`config.mk`:
```
export PLATFORM = sky130hd
export DESIGN_NAME = param_loader
export DESIGN_NICKNAME = d
export VERILOG_FILES = /design/src/rtl/param_loader_pkg.sv /design/src/rtl/param_loader_checksum.sv /design/src/rtl/param_loader.sv
export SDC_FILE = /design/constraint.sdc
export NUM_CORES = 1
export LEC_CHECK = 0
export ABC_AREA = 1
export BUFFER_PORTS_ARGS = -buffer_cell sky130_fd_sc_hd__buf_2
export CORE_MARGIN = 3
export CORE_UTILIZATION = 40
export CTS_CLUSTER_SIZE = 10
export DETAILED_ROUTE_END_ITERATION = 8
export GPL_TIMING_DRIVEN = 0
export PLACE_DENSITY_LB_ADDON = 0.15
export SETUP_SLACK_MARGIN = 0.05
export SLEW_MARGIN = 20
export SYNTH_ARGS = -nofsm -noshare
export SYNTH_HDL_FRONTEND = slang
export SYNTH_SLANG_ARGS = --single-unit
```
`constraint.sdc`:
```
create_clock -name i_clk -period 2.71 [get_ports i_clk]
set_clock_uncertainty 0.2 [all_clocks]
set_input_delay 0.271 -clock i_clk [delete_from_list [all_inputs] [get_ports i_clk]]
set_output_delay 0.271 -clock i_clk [all_outputs]
set_load 0.01 [all_outputs]
```
`src/rtl/param_loader_pkg.sv`:
```
// Shared types and sizing for the parameter-memory loader.
package param_loader_pkg;

  typedef logic [15:0] Param_t;
  typedef logic [15:0] ParamAddr_t;

  localparam int unsigned CIM_PARAMS_BANK_SIZE_NUM_WORD = 256;
  localparam int unsigned CSUM_W = 32;

  typedef enum logic [2:0] {
    StIdle,
    StLoad,
    StVerify,
    StDrain,
    StCheck
  } ParamLoaderState_t;

  typedef enum logic [1:0] {
    ErrNone  = 2'd0,
    ErrRange = 2'd1,
    ErrCsum  = 2'd2
  } ParamLoadErr_t;

endpackage

```
`src/rtl/param_loader_checksum.sv`:
```
// Modular running sum of zero-extended data words.
module param_checksum #(
  parameter int unsigned DATA_W = 16,
  parameter int unsigned CSUM_W = 32
) (
  input  logic              i_clk,
  input  logic              i_rst,
  input  logic              i_clr,
  input  logic              i_add_en,
  input  logic [DATA_W-1:0] i_data,
  output logic [CSUM_W-1:0] o_sum
);

  logic [CSUM_W-1:0] r_sum;

  always_ff @(posedge i_clk) begin
    if (i_rst || i_clr) begin
      r_sum <= '0;
    end else if (i_add_en) begin
      r_sum <= r_sum + CSUM_W'(i_data);
    end
  end

  assign o_sum = r_sum;

endmodule

```
`src/rtl/param_loader.sv`:
```
// Streams parameter words into the banked parameter memory and optionally
// reads the range back to confirm it against the load-time checksum.
module param_loader #(
  parameter int unsigned DATA_W     = $bits(param_loader_pkg::Param_t),
  parameter int unsigned ADDR_W     = $bits(param_loader_pkg::ParamAddr_t),
  parameter int unsigned BANK_DEPTH = param_loader_pkg::CIM_PARAMS_BANK_SIZE_NUM_WORD,
  parameter int unsigned CSUM_W     = param_loader_pkg::CSUM_W
) (
  input  logic              i_clk,
  input  logic              i_rst,
  input  logic              i_start,
  input  logic [ADDR_W-1:0] i_base_addr,
  input  logic [ADDR_W-1:0] i_num_words,
  input  logic              i_verify_en,
  input  logic              i_in_valid,
  input  logic [DATA_W-1:0] i_in_data,
  output logic              o_in_ready,
  output logic              o_mem_chip_en,
  output logic              o_mem_write_en,
  output logic [ADDR_W-1:0] o_mem_write_addr,
  output logic [DATA_W-1:0] o_mem_write_data,
  output logic              o_mem_read_en,
  output logic [ADDR_W-1:0] o_mem_read_addr,
  input  logic [DATA_W-1:0] i_mem_read_data,
  output logic              o_busy,
  output logic              o_done,
  output logic [1:0]        o_err_code
);
  import param_loader_pkg::*;

  localparam logic [ADDR_W:0] LimitWords = (ADDR_W + 1)'(2 * BANK_DEPTH);

  ParamLoaderState_t r_state, w_state_next;
  ParamLoadErr_t     r_err, w_err_next;

  logic [ADDR_W-1:0] r_base, r_num, r_wr_cnt, r_rd_cnt;
  logic              r_verify, r_busy, r_done, r_rd_vld;
  logic              r_wr_en;
  logic [ADDR_W-1:0] r_wr_addr;
  logic [DATA_W-1:0] r_wr_data;

  logic              w_start_ok, w_range_bad, w_in_ready, w_hs, w_load_end, w_rd_active;
  logic [ADDR_W:0]   w_end;
  logic [CSUM_W-1:0] w_load_sum, w_verify_sum;

  // Range test carries one extra bit so base+num cannot wrap past the limit.
  assign w_end       = {1'b0, i_base_addr} + {1'b0, i_num_words};
  assign w_range_bad = w_end > LimitWords;
  assign w_in_ready  = (r_state == StLoad) && (r_wr_cnt != r_num);
  assign w_hs        = i_in_valid && w_in_ready;
  assign w_load_end  = (r_state == StLoad) && (r_wr_cnt == r_num);
  assign w_rd_active = (r_state == StVerify);

  always_comb begin
    w_state_next = r_state;
    w_err_next   = r_err;
    w_start_ok   = 1'b0;
    unique case (r_state)
      StIdle: begin
        if (i_start) begin
          w_start_ok = 1'b1;
          w_err_next = ErrNone;
          if (i_num_words == '0) begin
            w_state_next = StIdle;
          end else if (w_range_bad) begin
            w_err_next = ErrRange;
          end else begin
            w_state_next = StLoad;
          end
        end
      end
      StLoad: begin
        if (w_load_end) w_state_next = r_verify ? StVerify : StIdle;
      end
      StVerify: begin
        if (r_rd_cnt == r_num - ADDR_W'(1)) w_state_next = StDrain;
      end
      StDrain: w_state_next = StCheck;
      StCheck: begin
        w_state_next = StIdle;
        if (w_load_sum != w_verify_sum) w_err_next = ErrCsum;
      end
      default: w_state_next = StIdle;
    endcase
  end

  always_ff @(posedge i_clk) begin
    if (i_rst) r_state <= StIdle;
    else       r_state <= w_state_next;
  end

  always_ff @(posedge i_clk) begin
    if (i_rst) begin
      r_err     <= ErrNone;
      r_base    <= '0;
      r_num     <= '0;
      r_verify  <= 1'b0;
      r_wr_cnt  <= '0;
      r_rd_cnt  <= '0;
      r_busy    <= 1'b0;
      r_done    <= 1'b0;
      r_rd_vld  <= 1'b0;
      r_wr_en   <= 1'b0;
      r_wr_addr <= '0;
      r_wr_data <= '0;
    end else begin
      r_err    <= w_err_next;
      r_busy   <= (w_state_next != StIdle) && (w_state_next != StCheck);
      r_done   <= (w_start_ok && (w_state_next == StIdle)) || (w_load_end && !r_verify);
      r_rd_vld <= w_rd_active;
      // Write bus idles at zero so the memory never sees stale address/data.
      r_wr_en   <= w_hs;
      r_wr_addr <= w_hs ? r_base + r_wr_cnt : '0;
      r_wr_data <= w_hs ? i_in_data : '0;
      if (w_start_ok) begin
        r_base   <= i_base_addr;
        r_num    <= i_num_words;
        r_verify <= i_verify_en;
        r_wr_cnt <= '0;
        r_rd_cnt <= '0;
      end
      if (w_hs)        r_wr_cnt <= r_wr_cnt + ADDR_W'(1);
      if (w_rd_active) r_rd_cnt <= r_rd_cnt + ADDR_W'(1);
    end
  end

  param_checksum #(
    .DATA_W(DATA_W),
    .CSUM_W(CSUM_W)
  ) u_load_csum (
    .i_clk   (i_clk),
    .i_rst   (i_rst),
    .i_clr   (w_start_ok),
    .i_add_en(w_hs),
    .i_data  (i_in_data),
    .o_sum   (w_load_sum)
  );

  param_checksum #(
    .DATA_W(DATA_W),
    .CSUM_W(CSUM_W)
  ) u_verify_csum (
    .i_clk   (i_clk),
    .i_rst   (i_rst),
    .i_clr   (w_start_ok),
    .i_add_en(r_rd_vld),
    .i_data  (i_mem_read_data),
    .o_sum   (w_verify_sum)
  );

  assign o_in_ready       = w_in_ready;
  assign o_busy           = r_busy;
  assign o_mem_chip_en    = r_busy;
  assign o_mem_write_en   = r_wr_en;
  assign o_mem_write_addr = r_wr_addr;
  assign o_mem_write_data = r_wr_data;
  assign o_mem_read_en    = w_rd_active;
  assign o_mem_read_addr  = w_rd_active ? r_base + r_rd_cnt : '0;
  // CHECK lasts one cycle, so its verdict is presented directly alongside done.
  assign o_done           = r_done || (r_state == StCheck);
  assign o_err_code       = (r_state == StCheck) ? w_err_next : r_err;

endmodule

```
==> results.tsv <==
metric	value	unit
whs_path_depth	3	
dpl_worst_slack	-0.190	ns
crit_top_cell	nand2_1	
p_int	4400	uW
slowest_delay	0.37	ns
clock-sinks	170	
clockBufferDepth	2	
first_global_vias	11600	
path_class	flop to primary output	
cp-end-kind	primary output	
fin_ws	-0.110	ns
worstSetupStartpointType	flop	
synth_seq_cells	170	
synth_edf_count	0	
dieArea	31400	um2
synthTopCellsByArea	dfxtp_1 29%, nand2_1 11%, ha_1 8.7%	
ys_types	58	
drive_gt1_share	18.6	%
r2r_start	u_load_csum.o_sum[2]	
final_nets	2126	
grt_overflow	0	
clockPowerShare	37.3	%
clock_latency	0.44	ns
cellPowerDensity	439	nW/um2
initial_utilization	40.7	%
setup_viol	4	
die_w	177	um
netlist_instances	1751	
grt_antenna_before_repair	0	
final.period_utilization	104	%
post_drt_via_cell_ratio	5.16	
grt_max_degree	20	
synth_flop_cell	dfxtp_1	
post_drt_wl_per_cell	16.2	um
swShare	32.2	%
grt_use_total	24.2	%
grt_pass1_wl	60500	um
p_leak	0.00642	uW
synthArstFlopShare	0	%
slew_viol_final	0	
clock-root-buffer	clkbuf_16	
routed_wl	38400	um
r2r-end	u_load_csum.o_sum[21]	
initialDrtViolationCount	746	
finish.utilization	51.3	%
yosysWarnings	0	
syn_area	11700	um2
rows	62	
port_buffers	124	
maxSlewHeadroom	52.7	%
fillCellCount	2956	
coreArea	28800	um2
worst-slew-pin-transition	0.709	ns
switchingPower	2090	uW
numCtsBuffers	17	
htree_levels	4	
yosysTopAreaCellShare	29.0	%
antenna_cells	0	
syn_avg_cell_area	6.69	um2
critPathArrivalTime	2.35	ns
outcome	finished with violations	
max_freq	0.355	GHz
die_h	177	um
p_comb_share	21.2	%
layout_commonest_cell	nand2_1	
worstRegToRegCells	12	
synth_top_cell_by_area	dfxtp_1	
num_vias	12200	
ant_nets	0	
r2r_setup_slack	0.23	ns
power	6490	uW
cap_violations	0	
crit_chain	ha_4, a21oi_4, o21a_1, o211ai_1, nand3_1, nand2_2, a31oi_2, nand2_1, nand2_1, nor2_1, buf_2	
drtPass1Iterations	5	
cts_tree	done	
place.gp.congestion	0.966	
violations	negative setup slack	
fin_crit	2.82	ns
p_seq_share	41.4	%
rsz0062_at_grt	true	
drc	0	
path_buf_inv	1	
hold_viol_final	0	
ys_seq_area_share	29.0	%
path_clk_slew	0.07	ns
hold_path_class	input port to flop	
final_cell_mix	337 x nand2_1, 219 x inv_1, 204 x nor2_1	
top_level_ports	125	
min-delay-start	i_start	
vdd_drop_max	397	uV
min_to	r_err[0]	
dp_hpwl	29700	um
syn-num-nets	1906	
crit_slowest_cell	dfxtp_4	
syn_to_final_growth	26.1	%
cp_max_fo	4	
critPathRequiredTime	2.24	ns
cp_top_family	compound AO/OA/AOI/OAI gates	
[flip-flops by register name, summed over array words and instances (netlist names)]
| signal | count |
|---|---|
| o_busy | 1 |
| o_mem_write_addr | 16 |
| u_load_csum.o_sum | 32 |
| r_done | 1 |
| r_rd_cnt | 16 |
| r_wr_cnt | 16 |
| r_num | 16 |
| r_err | 2 |
| r_state | 3 |
| o_mem_write_en | 1 |
| r_base | 16 |
| u_verify_csum.o_sum | 32 |
| r_rd_vld | 1 |
| o_mem_write_data | 16 |
| r_verify | 1 |
[through the flow]
step	cell area (um2)	hold WS (ns)	TNS, ns	instances
2_1_floorplan	11700	0.154	0	1751
3_3_place_gp	12800	0.262	-0.269	2259
3_5_place_dp	12800	0.278	-0.329	2259
4_1_cts	14300	0.00625	-0.300	2359
5_1_grt	14800	0.0471	-0.950	2368
6_report	14800	0.0149	-0.318	2368
[power groups by stage]
stage | logic, uW | registers (uW) | clock network [uW]
floorplan | 802 | 2690 | 0
global placement | 1140 | 2760 | 0
detailed placement | 1140 | 2760 | 0
CTS | 1280 | 2690 | 2460
global route | 1540 | 2700 | 2570
finish | 1380 | 2690 | 2420
[tightest hold or removal path: cells and delay by family]
family / cells / cell delay, ns
AOI/OAI and AO/OA: 2 / 0.22
buffers and inverters: 1 / 0.11
[cells in the mapped netlist, types with 3 or more instances]
| library cell | count |
|---|---|
| nand2_1 | 353 |
| inv_1 | 226 |
| nor2_1 | 211 |
| a21oi_1 | 171 |
| dfxtp_1 | 170 |
| o21ai_0 | 132 |
| ha_1 | 81 |
| nand3_1 | 70 |
| xnor2_1 | 61 |
| nor3_1 | 38 |
| xor2_1 | 34 |
| nand4_1 | 30 |
| clkbuf_1 | 22 |
| nor4_1 | 16 |
| or2_2 | 10 |
| buf_2 | 9 |
| a31oi_1 | 8 |
| o2111ai_1 | 7 |
| o21a_1 | 7 |
| a21boi_0 | 6 |
| inv_2 | 6 |
| fa_1 | 5 |
| o21ai_1 | 5 |
| o221ai_1 | 5 |
| a211oi_1 | 4 |
| a221oi_1 | 4 |
| buf_6 | 4 |
| nor2_2 | 4 |
| nor2_4 | 4 |
| o211ai_1 | 3 |
| o21ai_2 | 3 |
| o21bai_1 | 3 |
| o22ai_1 | 3 |
| o31ai_1 | 3 |
[final cells by class]
| type | count | area [um2] | share of cell area [%] |
|---|---|---|---|
| well taps | 384 | 480 | 3.25 |
| multi-input cells | 1308 | 7840 | 53.1 |
| plain buffers | 38 | 200 | 1.35 |
| repair buffers | 202 | 1330 | 9.00 |
| inverters | 234 | 881 | 5.96 |
| flip-flops and latches | 170 | 3480 | 23.5 |
| clock inverters | 15 | 140 | 0.948 |
| clock buffers | 17 | 425 | 2.88 |
[logic make-up after synthesis]
| group | share of synthesized area (%) |
|---|---|
| AO/OA/AOI/OAI | 18.0 |
| XOR/XNOR | 7.29 |
| AND/OR/NAND/NOR | 27.0 |
| adder cells (fa/ha/maj) | 9.50 |
| buffers and inverters | 9.14 |
| flip-flops | 29.0 |
[timing repair]
item / 4_1_cts / 5_1_grt
pin swaps: 16 / 33
endpoints found under the setup margin: 23 / 54
resized for setup: 72 / 117
hold buffers: 47 / 0
setup buffers: 22 / 10
hold endpoints to repair: 47 / 0
[how the worst max path moves through the flow]
| stage | to | cells after the start | slack (ns) | startpoint |
|---|---|---|---|---|
| after detailed placement | o_mem_write_addr[12] | 12 | -0.19 | r_base[0] |
| after global placement | o_mem_write_addr[12] | 12 | -0.12 | r_base[0] |
| after CTS | o_mem_read_addr[15] | 11 | -0.09 | r_rd_cnt[8] |
| final | o_mem_read_addr[13] | 11 | -0.11 | r_base[2] |
| after global routing | o_mem_read_addr[13] | 11 | -0.21 | r_base[4] |
| after floorplan | o_mem_write_addr[10] | 11 | 0.28 | r_wr_cnt[0] |
[layer usage]
| layer | global-route usage [%] | routed length (um) |
|---|---|---|
| met3 | 3.07 | 1780 |
| met1 | 32.8 | 18000 |
| met5 | 0 | 0 |
| met2 | 41.1 | 18000 |
| met4 | 5.37 | 582 |
Power figures use the tool's default switching activity.
